<file path="src/rtl/note_sequencer.sv">
// Tempo-driven record/playback note sequencer for a string x bar contact grid.
// Notes are captured once per beat into an inferred memory and replayed on the same beat grid.
module note_sequencer #(
  parameter int unsigned NUM_STRINGS = 6,
  parameter int unsigned NUM_BARS    = 4,
  parameter int unsigned DEPTH       = 64,
  parameter int unsigned ADDR_W      = 6,
  parameter int unsigned PERIOD_W    = 27,
  parameter int unsigned GUARD       = 10000
) (
  input  logic                                   clk,
  input  logic                                   reset,
  input  logic                                   cmd_record,
  input  logic                                   cmd_play,
  input  logic                                   cmd_stop,
  input  logic                                   loop_en,
  input  logic [PERIOD_W-1:0]                    beat_period,
  input  logic [NUM_STRINGS-1:0]                 strings,
  input  logic [NUM_BARS-1:0]                    bars,
  output logic                                   beat,
  output logic [NUM_STRINGS*(NUM_BARS+1)-1:0]    note_out,
  output logic                                   note_valid,
  output logic [ADDR_W-1:0]                      address,
  output logic [ADDR_W:0]                        length,
  output logic                                   full,
  output logic [1:0]                             state
);

  localparam int unsigned NOTE_W = NUM_STRINGS*(NUM_BARS+1);
  localparam int unsigned FRET_W = NUM_BARS+1;
  localparam int unsigned LEN_W  = ADDR_W+1;

  typedef enum logic [1:0] {S_IDLE = 2'd0, S_REC = 2'd1, S_PLAY = 2'd2} state_t;

  state_t                 state_q, state_d;
  logic [PERIOD_W-1:0]    cnt_q, cnt_d;
  logic [PERIOD_W-1:0]    p_q, p_d;
  logic [ADDR_W-1:0]      addr_q, addr_d;
  logic [LEN_W-1:0]       len_q, len_d;
  logic [NUM_STRINGS-1:0] s_acc_q, s_acc_d;
  logic [FRET_W-1:0]      f_acc_q, f_acc_d;
  logic [NOTE_W-1:0]      note_q, note_d;
  logic                   valid_q, valid_d;
  logic                   we_c;
  logic [NOTE_W-1:0]      mem [DEPTH];

  logic [PERIOD_W-1:0]    p_c;
  logic                   beat_c, capture_c, rec_full_c, play_last_c;
  logic [FRET_W-1:0]      fret_c;
  logic [NOTE_W-1:0]      note_c;

  assign p_c         = (beat_period < PERIOD_W'(2)) ? PERIOD_W'(2) : beat_period;
  assign beat_c      = (state_q != S_IDLE) && (cnt_q == '0);
  // p_q holds the period of the beat in progress so the window tracks the running beat
  assign capture_c   = (state_q == S_REC) && (cnt_q != '0) && (32'(p_q) > GUARD) &&
                       (32'(cnt_q) < (32'(p_q) - GUARD));
  assign rec_full_c  = (len_q + LEN_W'(1)) == LEN_W'(DEPTH);
  assign play_last_c = (LEN_W'(addr_q) + LEN_W'(1)) == len_q;

  // Highest pressed bar wins; no bar pressed means open string
  always_comb begin
    fret_c = FRET_W'(1);
    for (int i = 0; i < int'(NUM_BARS); i++) begin
      if (bars[i]) fret_c = FRET_W'(1) << (i + 1);
    end
  end

  always_comb begin
    note_c = '0;
    for (int k = 0; k < int'(FRET_W); k++) begin
      for (int s = 0; s < int'(NUM_STRINGS); s++) begin
        note_c[k*NUM_STRINGS + s] = s_acc_q[s] & f_acc_q[k];
      end
    end
  end

  always_ff @(posedge clk) begin
    if (reset) begin
      state_q <= S_IDLE;
      cnt_q   <= '0;
      p_q     <= PERIOD_W'(2);
      addr_q  <= '0;
      len_q   <= '0;
      s_acc_q <= '0;
      f_acc_q <= '0;
      note_q  <= '0;
      valid_q <= 1'b0;
    end else begin
      state_q <= state_d;
      cnt_q   <= cnt_d;
      p_q     <= p_d;
      addr_q  <= addr_d;
      len_q   <= len_d;
      s_acc_q <= s_acc_d;
      f_acc_q <= f_acc_d;
      note_q  <= note_d;
      valid_q <= valid_d;
    end
  end

  always_ff @(posedge clk) begin
    if (we_c) mem[addr_q] <= note_c;
  end

  always_comb begin
    state_d = state_q;
    case (state_q)
      S_IDLE: begin
        if (!cmd_stop) begin
          if (cmd_record)    state_d = S_REC;
          else if (cmd_play) state_d = S_PLAY;
        end
      end
      S_REC: begin
        if (cmd_stop)                  state_d = S_IDLE;
        else if (beat_c && rec_full_c) state_d = S_IDLE;
      end
      S_PLAY: begin
        if (cmd_stop)                                   state_d = S_IDLE;
        else if (len_q == '0)                           state_d = S_IDLE;
        else if (beat_c && play_last_c && !loop_en)     state_d = S_IDLE;
      end
      default: state_d = S_IDLE;
    endcase
  end

  always_comb begin
    cnt_d   = cnt_q;
    p_d     = p_q;
    addr_d  = addr_q;
    len_d   = len_q;
    s_acc_d = s_acc_q;
    f_acc_d = f_acc_q;
    note_d  = note_q;
    valid_d = 1'b0;
    we_c    = 1'b0;
    case (state_q)
      S_IDLE: begin
        note_d  = '0;
        s_acc_d = '0;
        f_acc_d = '0;
        cnt_d   = '0;
        if (!cmd_stop && (cmd_record || cmd_play)) begin
          cnt_d  = p_c - PERIOD_W'(1);
          p_d    = p_c;
          addr_d = '0;
          if (cmd_record) len_d = '0;
        end
      end
      S_REC: begin
        if (cmd_stop) begin
          note_d  = '0;
          s_acc_d = '0;
          f_acc_d = '0;
        end else begin
          if (cnt_q == '0) begin
            cnt_d = p_c - PERIOD_W'(1);
            p_d   = p_c;
          end else begin
            cnt_d = cnt_q - PERIOD_W'(1);
          end
          if (beat_c) begin
            we_c    = 1'b1;
            note_d  = note_c;
            valid_d = 1'b1;
            s_acc_d = '0;
            f_acc_d = '0;
            len_d   = len_q + LEN_W'(1);
            // The last slot keeps its address so REC never wraps
            if (!rec_full_c) addr_d = addr_q + ADDR_W'(1);
          end else if (capture_c) begin
            s_acc_d = s_acc_q | strings;
            f_acc_d = f_acc_q | fret_c;
          end
        end
      end
      S_PLAY: begin
        if (cmd_stop) begin
          note_d = '0;
        end else begin
          if (cnt_q == '0) begin
            cnt_d = p_c - PERIOD_W'(1);
            p_d   = p_c;
          end else begin
            cnt_d = cnt_q - PERIOD_W'(1);
          end
          if (beat_c && (len_q != '0)) begin
            note_d  = mem[addr_q];
            valid_d = 1'b1;
            addr_d  = play_last_c ? '0 : addr_q + ADDR_W'(1);
          end
        end
      end
      default: ;
    endcase
  end

  assign beat       = beat_c;
  assign note_out   = note_q;
  assign note_valid = valid_q;
  assign address    = addr_q;
  assign length     = len_q;
  assign full       = len_q == LEN_W'(DEPTH);
  assign state      = state_q;

endmodule
</file>
<file path="config.mk">
export PLATFORM = sky130hd
export DESIGN_NAME = note_sequencer
export DESIGN_NICKNAME = d
export VERILOG_FILES = /design/src/rtl/note_sequencer.sv
export SDC_FILE = /design/constraint.sdc
export NUM_CORES = 2
export LEC_CHECK = 0
export BUFFER_PORTS_ARGS = -buffer_cell sky130_fd_sc_hd__buf_2
export CAP_MARGIN = 20
export CORE_ASPECT_RATIO = 0.9
export CORE_MARGIN = 3
export CORE_UTILIZATION = 59
export CTS_BUF_LIST = sky130_fd_sc_hd__clkbuf_4
export CTS_CLUSTER_DIAMETER = 40
export DETAILED_ROUTE_END_ITERATION = 7
export HOLD_SLACK_MARGIN = 0.06
export PLACE_DENSITY = 0.78
export SYNTH_ARGS = -nofsm -noshare
export SYNTH_HDL_FRONTEND = slang
export SYNTH_SLANG_ARGS = --single-unit
export TNS_END_PERCENT = 100
</file>
<file path="constraint.sdc">
create_clock -name clk -period 4 [get_ports clk]
set_input_delay 0.8 -clock clk [delete_from_list [all_inputs] [get_ports clk]]
set_output_delay 0.8 -clock clk [all_outputs]
set_load 0.02 [all_outputs]
</file>
==> flow_metrics.env <==
export IMPL_hold_viol=0
export IMPL_finalCriticalPeriod_ns=3.84
export IMPL_synth_main_ff_cell="edfxtp_1"
export IMPL_stdcell_count=6911
export IMPL_root_buffer="clkbuf_4"
export IMPL_rows=127
export IMPL_maxSlewHeadroom=0.200
export IMPL_post_route_cells_drive_above_1_share=0.333
export IMPL_num_fill_cells=8345
export IMPL_clock_path_buffers=4
export IMPL_whs_ns=0.345
export IMPL_synthCells=4087
export IMPL_hold_path_class="in -> reg"
export IMPL_clock_sinks=2037
export IMPL_viasPerCell=6.57
export IMPL_clk_latency_ns=1.34
export IMPL_cts_tree="built"
export IMPL_start_util=0.598
export IMPL_fin_setup_tns_ns=0
export IMPL_yosysSeqAreaShare=0.748
export IMPL_setup_viol=0
export IMPL_yosysTopAreaCell="edfxtp_1"
export IMPL_fp_dieH_microns=356
export IMPL_area_growth_pct=14.6
export IMPL_syn_nets=4168
export IMPL_status="completed"
export IMPL_dp_cells=5996
export IMPL_grt_pass1_wl_microns=310000
export IMPL_syn_area_sq_um=80200
export IMPL_tightest_slew_ns=1.20
export IMPL_timing_fmax_mhz=261
export IMPL_ys_warn_count=0
export IMPL_design_area_sq_um=91900
export IMPL_die_w_microns=395
export IMPL_drt_iter0_drc=6546
export IMPL_htreeDepth=5
export IMPL_synth_top_area_frac=0.719
export IMPL_dp_final_hpwl_microns=132000
export IMPL_cap_viol_max_count=0
export IMPL_crit_arrival_ns=3.04
export IMPL_cp_start_kind="flip-flop"
export IMPL_drc=0
export IMPL_cts_reportedPaths_clkPinSlew_ns=0.07
export IMPL_synth_edf_count=1920
export IMPL_grt_max_degree=62
export IMPL_cp_end_kind="output pin"
export IMPL_synth_seq_cells=2037
export IMPL_drt_total_wl_microns=214000
export IMPL_p_leak_uw=0.0244
export IMPL_drtAntennaViolNets=0
export IMPL_period_share=0.959
export IMPL_numCtsBuffers=479
export IMPL_required_ns=3.20
export IMPL_grt_pass1_vias=45500
export IMPL_place_area_sq_um=85400
export IMPL_synth_avg_cell_area_sq_um=19.6
export IMPL_core_sq_um=134000
export IMPL_pin_count=91
export IMPL_gp_congestion=1.00
export IMPL_yosys_top_cells_area="edfxtp_1, mux4_2, dfxtp_1"
export IMPL_gr_usage_all_layers=0.308
export IMPL_fin_skew_ns=0.134
export IMPL_antenna_found_initial=18
export IMPL_numPortBuffers=90
export IMPL_dieArea_sq_um=140000
export IMPL_power_density_nw_per_um2=450
export IMPL_gr_total_overflow=0
export IMPL_worstPathMaxFanout=7
export IMPL_yosysUniqueCellTypes=78
export IMPL_ir_worst_vdd_uv=347
export IMPL_wl_per_cell_microns=30.9
export IMPL_num_vias=45400
export IMPL_num_nets_final=4798
export IMPL_drtPass1Iterations=8
export IMPL_synthArstFlopShare=0
export IMPL_crit_type="reg -> out"
export IMPL_finalMaxSlewViolations=0
routing by layer:
layer / share of wire / vias to the layer above / GRT usage
met5: 0.00028 / - / 0
met4: 0.043 / 8 / 0.129
met2: 0.46 / 3311 / 0.462
met1: 0.35 / 22900 / 0.417
met3: 0.14 / 559 / 0.109
li1: - / 18600 / -
per-stage QoR:
stage / power (uW) / setup WS [ns] / util
after CTS: 41600 / 0.0146 / 0.684
after global routing: 43000 / -0.0353 / 0.685
after floorplan: 24900 / 0.0264 / -
after global placement: 25500 / 0.0765 / 0.637
after detailed placement: 25500 / -0.0115 / 0.637
final: 41400 / 0.163 / 0.685
cell usage in the layout (no fill, tap or decap), drive strengths merged, types with 16 or more instances in the layout:
cell,instances
nor4,25
xor2,21
a211oi,16
o21a,22
nor3b,37
dfxtp,117
ha,38
and2,43
edfxtp,1920
a221oi,25
o22ai,34
nand2,150
a22oi,146
dlygate4sd3,40
xnor2,33
mux4,476
nor2,170
o211ai,35
clkinv,129
nand2b,17
a21oi,100
a31oi,34
nor3,30
diode,18
o21ai,91
mux2i,62
nand3,22
nor2b,25
clkbuf,714
inv,26
buf,341
worst max-delay path, cell delays in order, from the launching register on:
cell     delay, ns
dfxtp_1       0.34
inv_1         0.08
ha_2          0.19
or4b_4        0.50
nor4_4        0.30
nand3_4       0.13
inv_4         0.11
buf_4         0.16
final timing paths:
| check | endpoint | slack (ns) | start | cells past startpoint |
|---|---|---|---|---|
| max | beat | 0.16 | cnt_q[1]$_SDFFE_PP0P_ | 7 |
| min | state[0]$_SDFFE_PP0P_ | 0.35 | loop_en | 6 |
| max reg2reg | note_out[11]$_SDFFE_PP0P_ | 0.33 | state[1]$_SDFFE_PP0P_ | 7 |
| min reg2reg | p_q[12]$_SDFFE_PP0P_ | 0.49 | p_q[12]$_SDFFE_PP0P_ | 2 |
power by group:
| part | switching (uW) | leakage, uW | internal, uW |
|---|---|---|---|
| Combinational | 1170 | 0.00635 | 734 |
| Clock | 7860 | 0.00360 | 8380 |
| Sequential | 209 | 0.0145 | 23100 |
| Total | 9230 | 0.0244 | 32200 |
Yosys cell counts, types with 19 or more instances:
cell type	count
nand2_1	150
o21ai_1	30
and2_1	43
a21oi_1	100
nor2_1	170
buf_2	33
ha_1	38
nor2b_1	25
o21ai_0	61
inv_1	19
dfxtp_1	117
a22oi_1	146
clkbuf_1	137
a31oi_1	34
o21a_1	22
mux4_2	476
o211ai_1	35
edfxtp_1	1920
nor4_1	23
o22ai_1	34
xor2_1	21
nor3b_1	37
buf_1	62
xnor2_1	33
nor3_1	29
nand3_1	21
a221oi_1	24
mux2i_1	62
registers in the layout, indices dropped and copies added, names as in the netlist, named ones only:
| register | cells |
|---|---|
| cnt_q | 27 |
| note_valid | 1 |
| mem | 1920 |
| s_acc_q | 6 |
| p_q | 27 |
| length | 7 |
| f_acc_q | 5 |
| state | 2 |
| note_out | 30 |
| address | 6 |
area by class of cell:
type	count	area, sq um	area share
sequential	2037	60000	0.653
antenna	18	45.0	0.000490
inverter	21	81.3	0.000885
tap	1806	2260	0.0246
clock inverter	138	649	0.00707
multi-input combinational	1796	19800	0.215
clock buffer	713	5350	0.0582
timing repair buffer	382	3730	0.0406
cell families (layout without fill, tap and decap cells):
group / after synthesis / count (layout) / share of synthesized area
AOI/OAI and AO/OA: 570 / 570 / 0.0480
buffers and inverters: 254 / 1254 / 0.0125
xor gates and xnor gates: 54 / 54 / 0.00590
and+or+nand+nor: 594 / 594 / 0.0378
other: 0 / 18 / 0
DFF: 2037 / 2037 / 0.748
muxes: 540 / 540 / 0.142
adders and majority gates: 38 / 38 / 0.00593
timing repair:
action | CTS | global route
buffers inserted | 0 | 2
hold buffers | 40 | 0
endpoints found under the setup margin | 1 | 1
resized for setup | 2 | 4
pin swaps | 0 | 2
hold endpoints to repair | 73 | 0
Note: power is estimated with default switching activity, not from simulation.
